[src/rtl/mux32_to_1_pkg.sv]
// Shared constants for the 32:1 registered mux: width defaults, source count, port-to-index map.
// No latency, no flow control; constants only.
package mux32_to_1_pkg;

  localparam int DW_DEF = 17;
  localparam int SW_DEF = 8;
  localparam int NSRC   = 32;
  localparam int IW     = $clog2(NSRC);

  localparam int IDX_AA = 0;
  localparam int IDX_AB = 1;
  localparam int IDX_AC = 2;
  localparam int IDX_AD = 3;
  localparam int IDX_AE = 4;
  localparam int IDX_AF = 5;
  localparam int IDX_AG = 6;
  localparam int IDX_AH = 7;
  localparam int IDX_AI = 8;
  localparam int IDX_AJ = 9;
  localparam int IDX_BA = 10;
  localparam int IDX_BB = 11;
  localparam int IDX_BC = 12;
  localparam int IDX_BD = 13;
  localparam int IDX_BE = 14;
  localparam int IDX_BF = 15;
  localparam int IDX_BG = 16;
  localparam int IDX_BH = 17;
  localparam int IDX_BI = 18;
  localparam int IDX_BJ = 19;
  localparam int IDX_CA = 20;
  localparam int IDX_CB = 21;
  localparam int IDX_CC = 22;
  localparam int IDX_CD = 23;
  localparam int IDX_CE = 24;
  localparam int IDX_CF = 25;
  localparam int IDX_CG = 26;
  localparam int IDX_CH = 27;
  localparam int IDX_CI = 28;
  localparam int IDX_CJ = 29;
  localparam int IDX_DA = 30;
  localparam int IDX_DB = 31;

endpackage

[src/rtl/mux32_core.sv]
// Pure combinational 32:1 selector; any sel >= 32 yields all zeros.
// Zero latency, no flow control.
module mux32_core
  import mux32_to_1_pkg::*;
#(
  parameter int DW = DW_DEF,
  parameter int SW = SW_DEF
) (
  input  logic [NSRC-1:0][DW-1:0] src_dat,
  input  logic [SW-1:0]           sel,
  output logic [DW-1:0]           sel_dat
);

  // Compare the full sel width so out-of-range indices never alias onto a source.
  localparam logic [SW:0] NSRC_W = (SW+1)'(NSRC);

  always_comb begin
    sel_dat = '0;
    if ({1'b0, sel} < NSRC_W) begin
      sel_dat = src_dat[sel[IW-1:0]];
    end
  end

endmodule

[src/rtl/mux32_to_1.sv]
// Registered 32:1 mux of named sources aa..db; one-cycle latency from sel/data to y.
// No backpressure: y reloads every clock, async reset clears it to zero.
module mux32_to_1
  import mux32_to_1_pkg::*;
#(
  parameter int DW = DW_DEF,
  parameter int SW = SW_DEF
) (
  input  logic          clk,
  input  logic          rst,
  input  logic [DW-1:0] aa,
  input  logic [DW-1:0] ab,
  input  logic [DW-1:0] ac,
  input  logic [DW-1:0] ad,
  input  logic [DW-1:0] ae,
  input  logic [DW-1:0] af,
  input  logic [DW-1:0] ag,
  input  logic [DW-1:0] ah,
  input  logic [DW-1:0] ai,
  input  logic [DW-1:0] aj,
  input  logic [DW-1:0] ba,
  input  logic [DW-1:0] bb,
  input  logic [DW-1:0] bc,
  input  logic [DW-1:0] bd,
  input  logic [DW-1:0] be,
  input  logic [DW-1:0] bf,
  input  logic [DW-1:0] bg,
  input  logic [DW-1:0] bh,
  input  logic [DW-1:0] bi,
  input  logic [DW-1:0] bj,
  input  logic [DW-1:0] ca,
  input  logic [DW-1:0] cb,
  input  logic [DW-1:0] cc,
  input  logic [DW-1:0] cd,
  input  logic [DW-1:0] ce,
  input  logic [DW-1:0] cf,
  input  logic [DW-1:0] cg,
  input  logic [DW-1:0] ch,
  input  logic [DW-1:0] ci,
  input  logic [DW-1:0] cj,
  input  logic [DW-1:0] da,
  input  logic [DW-1:0] db,
  input  logic [SW-1:0] sel,
  output logic [DW-1:0] y
);

  logic [NSRC-1:0][DW-1:0] src_dat;
  logic [DW-1:0]           sel_dat;

  assign src_dat[IDX_AA] = aa;
  assign src_dat[IDX_AB] = ab;
  assign src_dat[IDX_AC] = ac;
  assign src_dat[IDX_AD] = ad;
  assign src_dat[IDX_AE] = ae;
  assign src_dat[IDX_AF] = af;
  assign src_dat[IDX_AG] = ag;
  assign src_dat[IDX_AH] = ah;
  assign src_dat[IDX_AI] = ai;
  assign src_dat[IDX_AJ] = aj;
  assign src_dat[IDX_BA] = ba;
  assign src_dat[IDX_BB] = bb;
  assign src_dat[IDX_BC] = bc;
  assign src_dat[IDX_BD] = bd;
  assign src_dat[IDX_BE] = be;
  assign src_dat[IDX_BF] = bf;
  assign src_dat[IDX_BG] = bg;
  assign src_dat[IDX_BH] = bh;
  assign src_dat[IDX_BI] = bi;
  assign src_dat[IDX_BJ] = bj;
  assign src_dat[IDX_CA] = ca;
  assign src_dat[IDX_CB] = cb;
  assign src_dat[IDX_CC] = cc;
  assign src_dat[IDX_CD] = cd;
  assign src_dat[IDX_CE] = ce;
  assign src_dat[IDX_CF] = cf;
  assign src_dat[IDX_CG] = cg;
  assign src_dat[IDX_CH] = ch;
  assign src_dat[IDX_CI] = ci;
  assign src_dat[IDX_CJ] = cj;
  assign src_dat[IDX_DA] = da;
  assign src_dat[IDX_DB] = db;

  mux32_core #(
    .DW(DW),
    .SW(SW)
  ) u_core (
    .src_dat(src_dat),
    .sel    (sel),
    .sel_dat(sel_dat)
  );

  always_ff @(posedge clk or posedge rst) begin
    if (rst) begin
      y <= '0;
    end else begin
      y <= sel_dat;
    end
  end

endmodule

[config.mk]
export PLATFORM = sky130hd
export DESIGN_NAME = mux32_to_1
export DESIGN_NICKNAME = d
export VERILOG_FILES = /design/src/rtl/mux32_to_1_pkg.sv /design/src/rtl/mux32_core.sv /design/src/rtl/mux32_to_1.sv
export SDC_FILE = /design/constraint.sdc
export NUM_CORES = 1
export LEC_CHECK = 0
export CAP_MARGIN = 10
export CORE_AREA = 2 2 219 221
export CTS_CLUSTER_DIAMETER = 30
export CTS_CLUSTER_SIZE = 20
export DETAILED_ROUTE_END_ITERATION = 7
export DIE_AREA = 0 0 221 223
export PLACE_DENSITY_LB_ADDON = 0.1
export SLEW_MARGIN = 20
export SYNTH_ARGS = -nofsm -noshare
export SYNTH_HDL_FRONTEND = slang
export SYNTH_HIERARCHICAL = 1
export SYNTH_SLANG_ARGS = --single-unit
[constraint.sdc]
create_clock -name clk -period 0.8 [get_ports clk]
set_clock_uncertainty 0.1 [all_clocks]
set_input_delay 0.2 -clock clk [delete_from_list [all_inputs] [get_ports clk]]
set_output_delay 0.2 -clock clk [all_outputs]
set_load 0.01 [all_outputs]
==> run_results.csv, run 1 <==
group,metric,value,unit
clock_network,postCtsHoldBufs,0,
drt,drt_first_pass_iters,4,
floorplanning,chipWidth,221,um
power_and_ir_drop,totalPowerFinal,8.75,mW
floorplanning,die_area,0.0493,sq mm
critical_path,critPathLaunch,"aa[0]",
drt,drtAntennaViolNets,0,
place,post-dp-hpwl,36500,um
global_route,grt_start_max_net_pins,25,
yosys,yosys_most_used_dff,"sky130_fd_sc_hd__dfrtp_1",
yosys,edff_count_synth,0,
finish,syn_to_final_growth,161,%
global_route,globalRouteOverflowTotal,0,
yosys,netlist.area_leader.share,46.8,%
yosys,netlist_area,0.00496,sq mm
timing,final.hold.worst_slack,0.149,ns
timing,max_slew.worst_pin.slew,0.435,ns
critical_path,timing.critical_path.fanout_max,1,
place,numPortBuffers,570,
yosys,syn_inst_count,356,
timing,report.final.hold_viol_count,0,
clock_network,cts_tree,"yes",
global_route,first_pass_grt_wire_length,57100,um
yosys,synth_warnings,6,
timing,timing.final.setup_violations,34,
drt,first_iter_violations,191,
critical_path,timing.critical_path.max_delay_family,"multiplexers",
flow_run,timing.max_cap.violations,0,
drt,drt_drc_violations_left,0,
critical_path,start_to_end_type_of_the_worst_setup_path,"primary input to flip-flop",
timing,final.period_utilization,211,%
power_and_ir_drop,power.ir.vdd_worst,0.513,mV
floorplanning,floorplan.core_area,0.0471,sq mm
yosys,postSynth.asyncResetShare,100,%
clock_network,cts.root.buffer_cell,"sky130_fd_sc_hd__clkbuf_16",
yosys,post-synth-top-count-cell,"sky130_fd_sc_hd__mux4_2",
clock_network,worst_setup_hold_path_clk_slew,0.05,ns
clock_network,cts_made_buffers,3,
finish,reg_top3,"y x17",
place,dpl.cell_count,1595,
floorplanning,row_count,80,
finish,top_register,"y",
global_route,grt.total_usage,16.2,%
place,detailed_place.area,0.0121,sq mm
yosys,synth.lib_cells_used.distinct,25,
run_status,violations,"negative setup slack",
yosys,yosys-top-cells-count,"103 x sky130_fd_sc_hd__mux4_2, 68 x sky130_fd_sc_hd__mux2i_1",
timing,setup_repair_after_global_routing_missed_its_margin,"true",
power_and_ir_drop,power_density,678,mW/mm^2
drt,avgRoutedWirePerCell,25.7,um
critical_path,timing.critical_path.arrival,1.71,ns
timing,layout_min_cycle_time,1.69,ns
clock_network,cts.sinks,17,
timing,setup_ws,-0.886,ns
drt,drt-total-wl,41500,um
clock_network,htree_num_levels,1,
critical_path,worst_path_largest_cell_delay,0.53,ns
yosys,yosys_register_bits,17,
yosys,postSynthNetCount,910,
drt,drt-vias-per-instance,4.00,
floorplanning,pin_count,571,
finish,drive_above_1_share,31.9,%
floorplanning,floorplan.initialDensity,10.5,%
critical_path,timing.critical_path.slowest_stage_cell,"sky130_fd_sc_hd__mux4_2",
min_path,type_of_the_worst_min_delay_path,"primary input to asynchronous set/reset pin",
timing,setup_total_negative_slack,-18.36,ns
yosys,synth_area_per_cell,13.9,sq um
finish,final.fill_count,4977,
finish,stdcell_area,0.0129,sq mm
yosys,synth_seq_area_share,8.58,%
critical_path,critPathRequiredTime,0.82,ns
yosys,post-synth-top-area-cell,"sky130_fd_sc_hd__mux4_2",
yosys,top_post_synthesis_cells_by_area,"sky130_fd_sc_hd__mux4_2 47%, sky130_fd_sc_hd__mux2i_1 14%, sky130_fd_sc_hd__dfrtp_1 8.6%, sky130_fd_sc_hd__mux4_1 8.5%, sky130_fd_sc_hd__a221o_1 3.4%",
power_and_ir_drop,leakage,4.75,nW
place,finalWeightedCongestion,0.755,
global_route,antenna_found_initial,4,
timing,fmax,593,MHz
critical_path,path_cells,"clkdlybuf4s50_1 > mux4_2 > mux2i_4 > a221o_1 > a31oi_1",
floorplanning,die_height,223,um
critical_path,cp.depth,5,
finish,largest_register_ffs,17,
critical_path,worst-path-buf-inv,1,
critical_path,setup.worst_path.end_class,"flip-flop",
timing,finalMaxSlewViolations,0,
finish,final_cell_count_no_fill,1617,
critical_path,startpoint_type,"primary input",
run_status,outcome,"finished with violations",
finish,finish.net_count,1555,
drt,detailroute.via_count,6471,
global_route,first_global_vias,7544,
clock_network,clock_path_buffers,2,
timing,maxSlewHeadroom,71.0,%
routing by layer:
layer	up-vias	part of all wire (%)	GRT usage, %
met2	297	54	31.0
met4	2	0.25	0.606
li1	2941	-	-
met5	-	0.031	0
met3	8	7.0	4.43
met1	3223	39	18.6
path summary, 6_finish.rpt:
check                         to
worst max-delay path        y[0]
min in group clk           y[16]
worst min-delay path       y[15]
max in group asynchronous   y[4]
timing repair:
action	CTS	global route
setup buffers	10	6
pin swaps	13	12
setup endpoints to repair	34	34
gates resized for setup	253	22
cloned	5	1
placed cells by master, fill, tap and decap left out, types with 12 or more instances in the layout:
cell type and instances:
sky130_fd_sc_hd__buf_6 28, sky130_fd_sc_hd__a22oi_2 12, sky130_fd_sc_hd__mux2i_1 37, sky130_fd_sc_hd__a31oi_1 17, sky130_fd_sc_hd__mux2i_2 12, sky130_fd_sc_hd__buf_4 83, sky130_fd_sc_hd__a221o_1 17, sky130_fd_sc_hd__dfrtp_1 16
sky130_fd_sc_hd__mux4_2 112, sky130_fd_sc_hd__nand2_1 12, sky130_fd_sc_hd__clkdlybuf4s50_1 504, sky130_fd_sc_hd__mux2i_4 19, sky130_fd_sc_hd__buf_12 17, sky130_fd_sc_hd__dlygate4sd2_1 45
layout make-up:
| class | count | area [sq um] | share of cell area, % |
|---|---|---|---|
| multi-input combinational | 287 | 4580 | 35.5 |
| antenna | 2 | 5.00 | 0.0387 |
| sequential | 17 | 427 | 3.30 |
| inverter | 2 | 20.0 | 0.155 |
| tap | 615 | 769 | 5.96 |
| timing repair buffer | 690 | 7030 | 54.4 |
| clock buffer | 4 | 78.8 | 0.610 |
kinds of logic (layout without fill, tap and decap cells):
| logic type | Yosys count | in the layout | share of synthesized area [%] |
|---|---|---|---|
| buffers and inverters | 52 | 696 | 7.98 |
| muxes | 187 | 187 | 69.0 |
| AOI/OAI and AO/OA | 79 | 79 | 12.3 |
| DFF | 17 | 17 | 8.58 |
| other | 0 | 2 | 0 |
| and+or+nand+nor | 21 | 21 | 2.17 |
stage by stage:
| step | util (%) | setup WS [ns] |
|---|---|---|
| 6_report | 27.4 | -0.886 |
| 5_1_grt | 27.4 | -0.969 |
| 4_1_cts | 27.1 | -0.912 |
| 3_5_place_dp | 25.6 | -1.35 |
| 3_3_place_gp | 25.6 | -1.38 |
| 2_1_floorplan | - | -0.859 |
power breakdown:
part	internal (mW)	leakage, nW	switching [mW]
registers	0.895	0.231	0.0206
clock network	0.678	0.0382	0.351
logic	4.52	4.48	2.29
total	6.09	4.75	2.67
Power figures use the tool's default switching activity.
==> inputs of run 2 (changes only) <==
CTS_BUF_LIST = sky130_fd_sc_hd__clkbuf_8   (was default)
==> run_results.csv, run 2 (synthesis results as in run 1) <==
group,metric,value,unit
finish,leading_cell_type_in_the_layout_fill_and_taps_excluded,"sky130_fd_sc_hd__clkdlybuf4s50_1",
global_route,first_pass_grt_wire_length,56800,um
floorplanning,pin_count,571,
critical_path,timing.critical_path.to,"y[0]",
timing,setup_ws,-0.936,ns
place,worst_setup_timing_slack_at_the_placement_stage,-1.35,ns
clock_network,clock_path_buffers,2,
place,detailed_place.area,0.0121,sq mm
clock_network,cts.root.buffer_cell,"sky130_fd_sc_hd__clkbuf_8",
finish,drive_above_1_share,32.6,%
place,finalWeightedCongestion,0.755,
drt,drt_drc_violations_left,0,
power_and_ir_drop,leakage,4.86,nW
drt,drtAntennaViolNets,0,
floorplanning,floorplan.initialDensity,10.5,%
floorplanning,die_height,223,um
floorplanning,chipWidth,221,um
timing,fmax,576,MHz
critical_path,critPathLaunch,"sel[1]",
flow_run,timing.max_cap.violations,0,
drt,drt_first_pass_iters,4,
power_and_ir_drop,power.ir.vdd_worst,0.393,mV
drt,avgRoutedWirePerCell,25.7,um
floorplanning,die_area,0.0493,sq mm
drt,first_iter_violations,174,
finish,final.fill_count,4971,
clock_network,htree_num_levels,1,
run_status,outcome,"finished with violations",
timing,report.final.hold_viol_count,0,
global_route,first_global_vias,7510,
finish,reg_top3,"y x17",
global_route,grt_start_max_net_pins,25,
floorplanning,floorplan.core_area,0.0471,sq mm
clock_network,postCtsHoldBufs,0,
timing,setup_repair_after_global_routing_missed_its_margin,"true",
global_route,grt.total_usage,16.1,%
finish,stdcell_area,0.0130,sq mm
min_path,type_of_the_worst_min_delay_path,"primary input to asynchronous set/reset pin",
timing,timing.final.setup_violations,34,
power_and_ir_drop,power_density,650,mW/mm^2
clock_network,cts_tree,"yes",
finish,layout.cells.most_common_list,"486 x sky130_fd_sc_hd__clkdlybuf4s50_1, 112 x sky130_fd_sc_hd__mux4_2, 82 x sky130_fd_sc_hd__buf_4",
clock_network,worst_setup_hold_path_clk_slew,0.07,ns
place,numPortBuffers,570,
timing,finalMaxSlewViolations,0,
timing,max_slew.worst_pin.slew,0.425,ns
clock_network,cts_made_buffers,3,
critical_path,critPathRequiredTime,0.87,ns
critical_path,startpoint_type,"primary input",
finish,ff_latch_area,427,sq um
drt,detailroute.via_count,6478,
finish,finish.net_count,1561,
global_route,antenna_found_initial,3,
finish,syn_to_final_growth,162,%
timing,final.period_utilization,217,%
global_route,globalRouteOverflowTotal,0,
critical_path,timing.critical_path.arrival,1.81,ns
place,post-dp-hpwl,36500,um
critical_path,setup.worst_path.end_class,"flip-flop",
power_and_ir_drop,totalPowerFinal,8.44,mW
floorplanning,row_count,80,
timing,layout_min_cycle_time,1.74,ns
critical_path,timing.critical_path.fanout_max,8,
run_status,violations,"negative setup slack",
timing,maxSlewHeadroom,71.6,%
finish,multi_input_comb_area,0.00459,sq mm
critical_path,start_to_end_type_of_the_worst_setup_path,"primary input to flip-flop",
place,dpl.cell_count,1595,
drt,drt-vias-per-instance,3.99,
clock_network,cts.sinks,17,
drt,drt-total-wl,41700,um
finish,top_register,"y",
finish,largest_register_ffs,17,
finish,final_cell_count_no_fill,1624,
run 2: final cells by class:
cell class,instances,share of cell area [%]
antenna,3,0.0578
clock buffer,3,0.318
clock inverter,1,0.0289
inverter,2,0.154
multi-input combinational,287,35.4
sequential,17,3.28
tap,615,5.92
timing repair buffer,696,54.9
run 2: routing by layer:
metal	GRT usage, %	wire length [um]	vias up	share of wire, %
met2	30.4	22100	311	53
met4	1.65	433	2	1.0
li1	-	-	2956	-
met5	0	13	-	0.031
met3	4.46	3040	14	7.3
met1	18.6	16200	3195	39
run 2: what timing repair did:
item | 4_1_cts | 5_1_grt
gates cloned | 5 | 2
setup buffers | 13 | 8
setup endpoints to repair | 34 | 34
resized for setup | 266 | 38
pin swaps | 15 | 14
run 2: worst min-delay path by stage:
stage | endpoint | from | cells after the start | slack (ns)
after global routing | y[15] | rst | 3 | 0.14
final | y[15] | rst | 3 | 0.15
after floorplan | y[0] | rst | 1 | 0.03
after CTS | y[15] | rst | 3 | 0.14
after global placement | y[15] | rst | 3 | 0.42
after detailed placement | y[15] | rst | 3 | 0.41
run 2: through the flow:
stage / setup TNS (ns) / util, % / hold slack, ns
finish: -18.70 / 27.6 / 0.149
global route: -19.93 / 27.5 / 0.143
global placement: -29.10 / 25.6 / 0.417
CTS: -19.30 / 27.0 / 0.140
floorplan: -14.22 / - / 0.0261
detailed placement: -28.88 / 25.6 / 0.407
run 2: worst max-delay path, stage by stage:
cell and delay (ns):
sky130_fd_sc_hd__buf_16 0.13, sky130_fd_sc_hd__buf_12 0.15, sky130_fd_sc_hd__buf_4 0.15, sky130_fd_sc_hd__clkbuf_16 0.15, sky130_fd_sc_hd__buf_4 0.13, sky130_fd_sc_hd__mux4_2 0.26
sky130_fd_sc_hd__mux2i_4 0.09, sky130_fd_sc_hd__a221o_1 0.39, sky130_fd_sc_hd__a31oi_1 0.15
run 2: report_power, final:
part / switching (mW) / total [mW] / internal (mW)
Clock: 0.315 / 0.656 / 0.341
Combinational: 2.33 / 6.87 / 4.53
Sequential: 0.0208 / 0.914 / 0.893
Total: 2.67 / 8.44 / 5.77
